===== config.mk =====
export PLATFORM = sky130hd
export DESIGN_NAME = dmem_arbiter
export DESIGN_NICKNAME = d
export VERILOG_FILES = /design/src/rtl/dmem_arbiter.sv
export SDC_FILE = /design/constraint.sdc
export NUM_CORES = 1
export LEC_CHECK = 0
export BUFFER_PORTS_ARGS = -buffer_cell sky130_fd_sc_hd__buf_2
export CAP_MARGIN = 30
export CORE_AREA = 2 2 110 112
export DETAILED_ROUTE_END_ITERATION = 7
export DIE_AREA = 0 0 112 114
export PLACE_DENSITY = 0.52
export SLEW_MARGIN = 30
export SYNTH_ARGS = -nofsm -noshare
export SYNTH_HDL_FRONTEND = slang
export SYNTH_SLANG_ARGS = --single-unit

===== constraint.sdc =====
create_clock -name clk -period 1.8 [get_ports clk]
set_input_delay 0 -clock clk [delete_from_list [all_inputs] [get_ports clk]]
set_output_delay 0 -clock clk [all_outputs]
set_load 0.05 [all_outputs]

===== src/rtl/dmem_arbiter.sv =====
// Round-robin arbiter for two requesters sharing one data RAM port.
// An in-order ID FIFO routes each RAM response back to the requester that issued it.
module dmem_arbiter #(
  parameter int ADDR_WIDTH      = 32,
  parameter int DATA_WIDTH      = 32,
  parameter int MAX_OUTSTANDING = 2
) (
  input  logic                      clk,
  input  logic                      rst,
  input  logic [1:0]                req_i,
  input  logic [2*ADDR_WIDTH-1:0]   addr_i,
  input  logic [1:0]                we_i,
  input  logic [2*DATA_WIDTH/8-1:0] be_i,
  input  logic [2*DATA_WIDTH-1:0]   wdata_i,
  output logic [1:0]                gnt_o,
  output logic [1:0]                rvalid_o,
  output logic [DATA_WIDTH-1:0]     rdata_o,
  output logic                      mem_req_o,
  output logic [ADDR_WIDTH-1:0]     mem_addr_o,
  output logic                      mem_we_o,
  output logic [DATA_WIDTH/8-1:0]   mem_be_o,
  output logic [DATA_WIDTH-1:0]     mem_wdata_o,
  input  logic                      mem_gnt_i,
  input  logic                      mem_rvalid_i,
  input  logic [DATA_WIDTH-1:0]     mem_rdata_i
);
  localparam int BE_W  = DATA_WIDTH / 8;
  localparam int PTR_W = (MAX_OUTSTANDING > 1) ? $clog2(MAX_OUTSTANDING) : 1;
  localparam int CNT_W = $clog2(MAX_OUTSTANDING + 1);

  logic             rr_last_q, rr_last_d;
  logic [PTR_W-1:0] wr_ptr_q, wr_ptr_d;
  logic [PTR_W-1:0] rd_ptr_q, rd_ptr_d;
  logic [CNT_W-1:0] count_q, count_d;
  logic             id_q [MAX_OUTSTANDING];

  logic sel;
  logic fifo_empty;
  logic fifo_full;
  logic accept;
  logic pop;

  function automatic logic [PTR_W-1:0] ptr_inc(input logic [PTR_W-1:0] p);
    if (p == PTR_W'(MAX_OUTSTANDING - 1)) return '0;
    return p + 1'b1;
  endfunction

  // A pending pop frees the slot in the same cycle, so a full FIFO can still accept.
  always_comb begin
    fifo_empty = (count_q == '0);
    fifo_full  = (count_q == CNT_W'(MAX_OUTSTANDING)) & ~mem_rvalid_i;
    pop        = mem_rvalid_i & ~fifo_empty & ~rst;
    case (req_i)
      2'b01:   sel = 1'b0;
      2'b10:   sel = 1'b1;
      2'b11:   sel = ~rr_last_q;
      default: sel = 1'b0;
    endcase
  end

  assign mem_req_o   = (|req_i) & ~fifo_full & ~rst;
  assign accept      = mem_req_o & mem_gnt_i;
  assign gnt_o       = accept ? (sel ? 2'b10 : 2'b01) : 2'b00;

  assign mem_addr_o  = sel ? addr_i[2*ADDR_WIDTH-1:ADDR_WIDTH] : addr_i[ADDR_WIDTH-1:0];
  assign mem_we_o    = sel ? we_i[1] : we_i[0];
  assign mem_be_o    = sel ? be_i[2*BE_W-1:BE_W] : be_i[BE_W-1:0];
  assign mem_wdata_o = sel ? wdata_i[2*DATA_WIDTH-1:DATA_WIDTH] : wdata_i[DATA_WIDTH-1:0];

  assign rvalid_o    = pop ? (id_q[rd_ptr_q] ? 2'b10 : 2'b01) : 2'b00;
  assign rdata_o     = mem_rdata_i;

  // Priority rotates only on an accepted transfer; a stall keeps the current pick.
  always_comb begin
    rr_last_d = rr_last_q;
    wr_ptr_d  = wr_ptr_q;
    rd_ptr_d  = rd_ptr_q;
    count_d   = count_q;
    if (accept) begin
      rr_last_d = sel;
      wr_ptr_d  = ptr_inc(wr_ptr_q);
    end
    if (pop) rd_ptr_d = ptr_inc(rd_ptr_q);
    case ({accept, pop})
      2'b10:   count_d = count_q + 1'b1;
      2'b01:   count_d = count_q - 1'b1;
      default: count_d = count_q;
    endcase
  end

  always_ff @(posedge clk) begin
    if (rst) begin
      rr_last_q <= 1'b1;
      wr_ptr_q  <= '0;
      rd_ptr_q  <= '0;
      count_q   <= '0;
    end else begin
      rr_last_q <= rr_last_d;
      wr_ptr_q  <= wr_ptr_d;
      rd_ptr_q  <= rd_ptr_d;
      count_q   <= count_d;
    end
  end

  always_ff @(posedge clk) begin
    if (accept) id_q[wr_ptr_q] <= sel;
  end
endmodule

======== After elaboration in Yosys (flattened, before gate mapping) ========
Memories as Yosys holds them, arrays and structs flattened. A register that Yosys moved wholly into a read port is not among the register bits.
Cells that the tools add are included.
word-level totals
  bits in registers ....................... 5
  memory bits (writable) .................. 2
  bits of input ports ..................... 176
  memories kept ........................... 1
memory list
  name  depth  width  rd ports  clocked after Yosys merged registers in  wr ports  line  text
  id_q  2      1      1         1                                        1         35    logic id_q [MAX_OUTSTANDING];
cells by class
  equal/unequal tests ..................... 5
  muxes and demuxes ....................... 22
  reduce and logical (&&, ||, !) cells .... 3
  bitwise logic cells ..................... 11
  add/subtract/negate cells ............... 4
operator list
  cell                 number
  $mux 32              2
  $mux 1               13
  $eq 2x2->1 const B   4
  $mux 2               4
  $and 1x1->1          6
  $not 1->1            5
  $mux 4               1
  $pmux 2 s2           1
  $add 1x1->1 const B  2
  $add 2x1->2 const B  1
  $eq 2x1->1 const B   1
  $logic_not 2->1      1
  $pmux 1 s2           1
  $reduce_bool 2->1    1
  $reduce_or 2->1      1
  $sub 2x1->2 const B  1

======== Depth between registers and ports, before layout ========
Gate-level depths: netlist (run 1).
  depth in word-level cells ............... 8
  mapped depth ............................ 7
  mapped depth without buffers ............ 6

======== Worst setup path before layout (run 1) ========
OpenSTA, ideal clock, no wires.
  path type ............................... reg2reg
  start ................................... register count_q[0]
  end ..................................... memory id_q[1], enable pin
  path buffers ............................ 0
  library setup time ...................... 297 ps
  path slack .............................. -344 ps
  data arrival time ....................... 1847 ps
  cell stages (with the launch flop) ...... 4
  cells stage by stage .................... dfxtp_1 nor3b_1 nor3_1 and3_1
between the ends
  cells in the longest elaborated chain, start to end .. 8
RTL lines
  element                       line  text
  from (decl)                   34    logic [CNT_W-1:0] count_q, count_d;
  from (signal assigned)        101   count_q <= count_d;
  $eq 2x2->1                    51    fifo_full = (count_q == CNT_W'(MAX_OUTSTANDING)) & ~mem_rvalid_i;
  $and 1x1->1                   51
  $not 1->1                     61    assign mem_req_o = (|req_i) & ~fifo_full & ~rst;
  $and 1x1->1 (2 in a row)      61
  net mem_req_o                 18    output logic mem_req_o,
  $and 1x1->1                   62    assign accept = mem_req_o & mem_gnt_i;
  $mux 1                        106   if (accept) id_q[wr_ptr_q] <= sel;
  $mux 1 (implied by the code)  106
  to (decl)                     35
The timed path passes the listed nets, and every way through them passes these cells.

======== Worst setup path after layout (run 1) ========
  start ................................... register count_q[1]
  end ..................................... register count_q[1]
between the ends
  cells in the longest elaborated chain, start to end .. 8
  elaborated cells between the ends (all ways) .. 16
  those cells by class .................... add/sub: 2; eq/ne: 3; mux: 1; bitwise: 8; reduce/logical: 2
RTL lines
  element                                          line  text
  $eq 2x2->1                                       51
  $and 1x1->1                                      51
  $not 1->1                                        61
  $and 1x1->1 (2 in a row)                         61
  $and 1x1->1                                      62
  $eq 2x1->1 or $eq 2x2->1 (tied branches)         84    case ({accept, pop})
  $pmux 2 s2 or $reduce_bool 2->1 (tied branches)  --
Parallel ways exist; a longest one is shown, timed or not.
A chain may end at the register's enable or synchronous reset.

==> summary.txt, run 1 <==
Status
  – Status: completed

STA
  – Final Max Slew Viols: 0
  – Max Freq: approximately 560 MHz
  – Slew @ Worst Pin: 0.324 ns
  – Fin crit share: 0.986
  – Min Tclk post-route: 1.78 ns
  – Relative max-transition margin: 0.784
  – Final hold vios: 0
  – Worst Skew: 0.000878 ns
  – Post-Route Setup TNS: 0 ns
  – Hold_ws: 0.0000193 ns
  – RSZ-0062 raised after global routing: true
  – Setup ws final: ~0.025 ns
  – Number of setup violations in the final report: 0

Routing
  – Iter 0 DRT Violations: 24
  – WL final: 5.81 mm
  – DR vias/cell: 3.67
  – DR vias: between 1500 and 2000
  – First-pass detailed-route iteration total: 2
  – Remaining DRCs: 0
  – Wire per inst: 12.1 um
  – DRT antenna net count: 0

Floorplan
  – Row count: 40
  – Num ports: 282
  – Die height: 114 um
  – Horiz. Die Dim: between 100 and 150 um
  – Starting Density: 0.123
  – Core region area: approximately 0.012 mm2
  – Die area: 0.0128 mm2

Yosys
  – Post-synth EDFFs: 2
  – Cell Area, Synth: roughly 0.0014 mm2
  – Synth top area share: 0.538
  – Ys async rst share: 0
  – Main synth FF type: dfxtp_1
  – Number of synthesized register bits: 8
  – Count of cell types in the netlist: 25
  – Ys Warns: 0
  – Top cells by area, synth: mux2_2, buf_4, dfxtp_1, edfxtp_1, buf_2
  – Mapped Cells: around 150
  – Sequential share of the synthesized area: 0.125
  – Top cells by count, synth: mux2_2, buf_4, nor2_1, buf_2, dfxtp_1
  – Mean Syn Cell Area: 9.70 um2
  – Synth area leader: mux2_2
  – Syn nets: 326
  – Most frequent cell after synthesis: mux2_2

Placement
  – Placer Congestion: around 0.72
  – Cell area after placement: ~0.0025 mm2
  – Setup WS pre-CTS: 0.00359 ns
  – Dpl hpwl: roughly 5.2 mm
  – IO Port Bufs: about 220
  – Cells after DPL: 475

Layout
  – Fin nets: 510
  – Final Instance Count excl. Fillers: 478
  – Design area: 0.00259 mm2
  – Fraction of layout cells with a size suffix above 1: 0.909
  – Area growth, synth to finish: 79.1%
  – Antenna cells: 0

Setup path
  – Max FO, Critical Path: 4
  – CP arrival: 1.93 ns
  – Setup crit start kind: flop
  – Slowest Stage Delay on Critical Path: roughly 0.51 ns
  – CP cell instances: nor3b_4, or4b_4, ha_4, xnor2_1, or3_1, a21oi_1
  – Worst EP required: 1.96 ns
  – Slowest cell on the critical path: or4b_4
  – CP endpoint kind: flop
  – R2R Setup Slk: 0.02 ns
  – Critical path class: flop to flop

Job
  – Max-cap violation count: 0

Clocking
  – Worst skew pair latency: 0.23 ns
  – Htree depth: 1
  – CTS Buf Count: 3
  – CTS max path bufs: 2
  – CTS tree: done
  – Worst-path clk slew: about 0.040 ns
  – Post-CTS Setup Bufs: 0
  – CTS sink cnt: 8
  – Hold Buf Count CTS: 0
  – Clock root buffer: clkbuf_16

Power
  – Peak supply drop: 427 uV
  – Static Leak: about 1.3 nW
  – Pwr dens: 643 mW/mm2

Global routing
  – Vias in the first global route: 1652
  – Remaining Overflow, GRT: 0
  – Pin count of the biggest net entering global routing: 48
  – Total track usage: 0.0778
  – Initial antenna violation count: 0
  – First-pass GRT wire length: 7.98 mm

Hold path
  – Hold Path Class: input pin to output port
-- final timing paths --
check                                     from  cells past startpoint         end
worst max-delay path                count_q[1]                      6  count_q[1]
worst max register to register      count_q[1]                      6  count_q[1]
worst min-delay path            mem_rdata_i[2]                      0  rdata_o[2]
worst min register to register        wr_ptr_q                      1    wr_ptr_q
-- worst max-delay path, delay by kind of cell, from the launching register on --
| kind | cells | cell delay [ns] |
|---|---|---|
| and+or+nand+nor | 3 | 0.97 |
| DFF | 1 | 0.32 |
| adders and majority gates | 1 | 0.18 |
| xor gates and xnor gates | 1 | 0.12 |
| AOI/OAI and AO/OA | 1 | 0.12 |
-- layout by cell type, fill, tap and decap left out --
| cell | synthesis | final |
|---|---|---|
| a21boi_4 | 0 | 1 |
| a21oi_1 | 1 | 1 |
| and2_1 | 1 | 1 |
| and3_1 | 1 | 1 |
| buf_12 | 0 | 1 |
| buf_2 | 8 | 216 |
| buf_4 | 32 | 3 |
| clkbuf_16 | 0 | 3 |
| clkbuf_4 | 0 | 1 |
| dfxtp_1 | 6 | 4 |
| dfxtp_2 | 0 | 2 |
| edfxtp_1 | 2 | 2 |
| ha_4 | 0 | 1 |
| mux2_2 | 69 | 69 |
| mux2i_1 | 2 | 2 |
| nand2b_1 | 1 | 1 |
| nor2_1 | 9 | 9 |
| nor2b_1 | 2 | 2 |
| nor3_2 | 0 | 1 |
| nor3b_4 | 0 | 1 |
| nor4_2 | 0 | 1 |
| o21a_1 | 1 | 1 |
| o21ai_0 | 2 | 2 |
| or3_1 | 1 | 1 |
| or4b_4 | 1 | 1 |
| xnor2_1 | 1 | 1 |
| xor2_1 | 2 | 2 |
-- cell type report --
cell class | count | area, um2
fill | 1321 | 9120
timing repair buffer | 221 | 1130
multi-input combinational | 99 | 1020
tap | 147 | 184
sequential | 8 | 183
clock buffer | 3 | 75.1
-- cell families after synthesis --
kind of cell               share of synthesized area
xor gates and xnor gates                      0.0182
muxes                                          0.552
DFF                                            0.125
and+or+nand+nor                               0.0719
adders and majority gates                    0.00866
buffers and inverters                          0.204
AOI/OAI and AO/OA                             0.0208
-- power breakdown --
| group | switching [mW] | internal, mW | total (mW) |
|---|---|---|---|
| registers | 0.0134 | 0.203 | 0.216 |
| clock network | 0.0841 | 0.286 | 0.370 |
| logic | 0.709 | 0.368 | 1.08 |
-- metal layers --
layer	GRT usage	vias to the layer above	wire length, um
li1	-	860	-
met1	0.0921	759	2140
met2	0.130	117	2810
met3	0.0319	18	760
met4	0.0228	0	93
met5	0	-	0
-- metrics by stage --
| stage | power [mW] | util |
|---|---|---|
| 2_1_floorplan | 1.17 | - |
| 3_3_place_gp | 1.30 | 0.214 |
| 3_5_place_dp | 1.31 | 0.214 |
| 4_1_cts | 1.69 | 0.221 |
| 6_report | 1.66 | 0.221 |
| 5_1_grt | 1.74 | 0.221 |
-- repair_timing --
item                                    in CTS  in global routing
endpoints found under the setup margin       2                  2
gates resized for setup                      0                  2
endpoints found under the hold margin        0                  0
pin swaps                                    1                  0
Note: power is estimated with default switching activity, not from simulation.
==> inputs of run 2 (changes only) <==
Settings changed: PLACE_DENSITY 0.52 to not set.
==> summary.txt, run 2 (synthesized netlist as in run 1, its figures left out) <==
Global routing
  – Pin count of the biggest net entering global routing: 42
  – First-pass GRT wire length: 9.13 mm
  – Initial antenna violation count: 0
  – Remaining Overflow, GRT: 0
  – Vias in the first global route: 1845
  – Total track usage: 0.0888

Routing
  – First-pass detailed-route iteration total: 4
  – Wire per inst: 13.5 um
  – Iter 0 DRT Violations: 29
  – DRT antenna net count: 0
  – Remaining DRCs: 0
  – WL final: 6.50 mm
  – DR vias/cell: between 3 and 4
  – DR vias: 1815

Setup path
  – Critical path class: flop to flop
  – Worst EP required: 1.95 ns
  – Worst R2R End: count_q[1]
  – Worst r2r src: count_q[1]
  – Setup crit start kind: flop
  – R2R Setup Slk: 0.008 ns
  – Critical path startpoint: count_q[1]
  – CP arrival: between 1.5 and 2 ns
  – CP Capture Point: count_q[1]
  – Max FO, Critical Path: 3
  – CP endpoint kind: flop
  – Reg2reg path depth: 6

Layout
  – Most frequent cells in the layout: buf_2, mux2_2, nor2_1
  – Area growth, synth to finish: 82.0%
  – Design area: 0.00263 mm2
  – Fin util: 0.225
  – Fin nets: 512
  – Antenna cells: 0
  – Fraction of layout cells with a size suffix above 1: 0.910
  – Fill cell count: 1309
  – Most common cell after layout, fill and taps aside: buf_2

STA
  – Min Tclk post-route: about 1.8 ns
  – Max Freq: 558 MHz
  – Number of setup violations in the final report: 0
  – Relative max-transition margin: 0.793
  – Setup ws final: 0.00775 ns
  – Slew @ Worst Pin: 0.313 ns
  – Fin crit share: 0.996
  – Final hold vios: 0
  – Hold_ws: 0.0000193 ns
  – Final Max Slew Viols: 0
  – Worst Skew: approximately 0.0021 ns
  – RSZ-0062 raised after global routing: true

Placement
  – Cell area after placement: 0.00252 mm2
  – Placer Congestion: 0.764
  – IO Port Bufs: 217
  – Dpl hpwl: 5.83 mm
  – Setup WS pre-CTS: -0.0272 ns

Floorplan
  – Core region area: 0.0117 mm2
  – Die height: about 110 um
  – Num ports: 282
  – Die area: 0.0128 mm2
  – Starting Density: 0.123
  – Horiz. Die Dim: 112 um
  – Row count: 40

Clocking
  – Worst-path clk slew: approximately 0.040 ns
  – CTS sink cnt: 8
  – Worst skew pair latency: 0.23 ns
  – CTS tree: done
  – Clock root buffer: clkbuf_16
  – CTS max path bufs: 2
  – CTS Buf Count: 3
  – Htree depth: 1

Power
  – Peak supply drop: roughly 660 uV
  – Pwr dens: 648 mW/mm2
  – Static Leak: 1.36 nW

Job
  – Max-cap violation count: 0

Hold path
  – Hold Crit Depth: 0
  – Hold Path Class: input pin to output port

Status
  – Status: completed
==> run 2: cell count changes in the layout (fill, tap and decap cells not counted) <==
cell      before  now
buf_2        216  215
buf_12         1    2
clkbuf_4       1    0
clkbuf_1       0    1
xnor2_2        0    1
xnor2_1        1    0
buf_4          3    6
==> run 2: what timing repair did <==
item,in CTS,in global routing
setup endpoints to repair,3,3
resized for setup,1,5
hold buffers,0,0
pin swaps,2,1
hold endpoints to repair,0,0
setup buffers,0,2
==> run 2: how the worst min path moves through the flow <==
stage	from	end	slack, ns
2_1_floorplan	mem_rdata_i[0]	rdata_o[0]	0.17
3_3_place_gp	mem_rdata_i[15]	rdata_o[15]	0.0003
3_5_place_dp	mem_rdata_i[15]	rdata_o[15]	0.0003
4_1_cts	mem_rdata_i[15]	rdata_o[15]	0.0003
5_1_grt	mem_rdata_i[12]	rdata_o[12]	0.00008
6_report	mem_rdata_i[12]	rdata_o[12]	0.00002
==> run 2: report_power, final <==
part,total [mW],switching (mW),internal [mW],leakage [nW]
logic,1.11,0.727,0.378,1.25
registers,0.218,0.0152,0.203,0.0686
clock network,0.381,0.0863,0.295,0.0382
==> run 2: worst max-delay path, stage by stage (launching register included) <==
cell and delay (ns):
dfxtp_2 0.32, nor3b_4 0.15, or4b_4 0.51, ha_4 0.18, xnor2_2 0.13, or3_1 0.30, a21oi_1 0.13
==> run 2: final cells by class <==
class / count / area, um2 / area share
sequential: 8 / 183 / 0.0695
clock buffer: 4 / 78.8 / 0.0300
multi-input combinational: 99 / 1020 / 0.389
tap: 147 / 184 / 0.0699
timing repair buffer: 223 / 1160 / 0.441
==> run 2: metal layers <==
metal  vias to the layer above  GRT usage  part of all wire
li1                        865          -                 -
met1                       837      0.102              0.37
met2                       104      0.149              0.50
met3                         9     0.0478              0.12
met4                         0     0.0163             0.010
met5                         -          0                 0
==> run 2: per-stage QoR <==
step	setup TNS (ns)	power, mW	cells
after floorplan	-0.0366	1.17	149
after global placement	0	1.32	475
after detailed placement	-0.0272	1.33	475
after CTS	-0.0198	1.72	479
after global routing	-0.0213	1.79	481
final	0	1.70	481
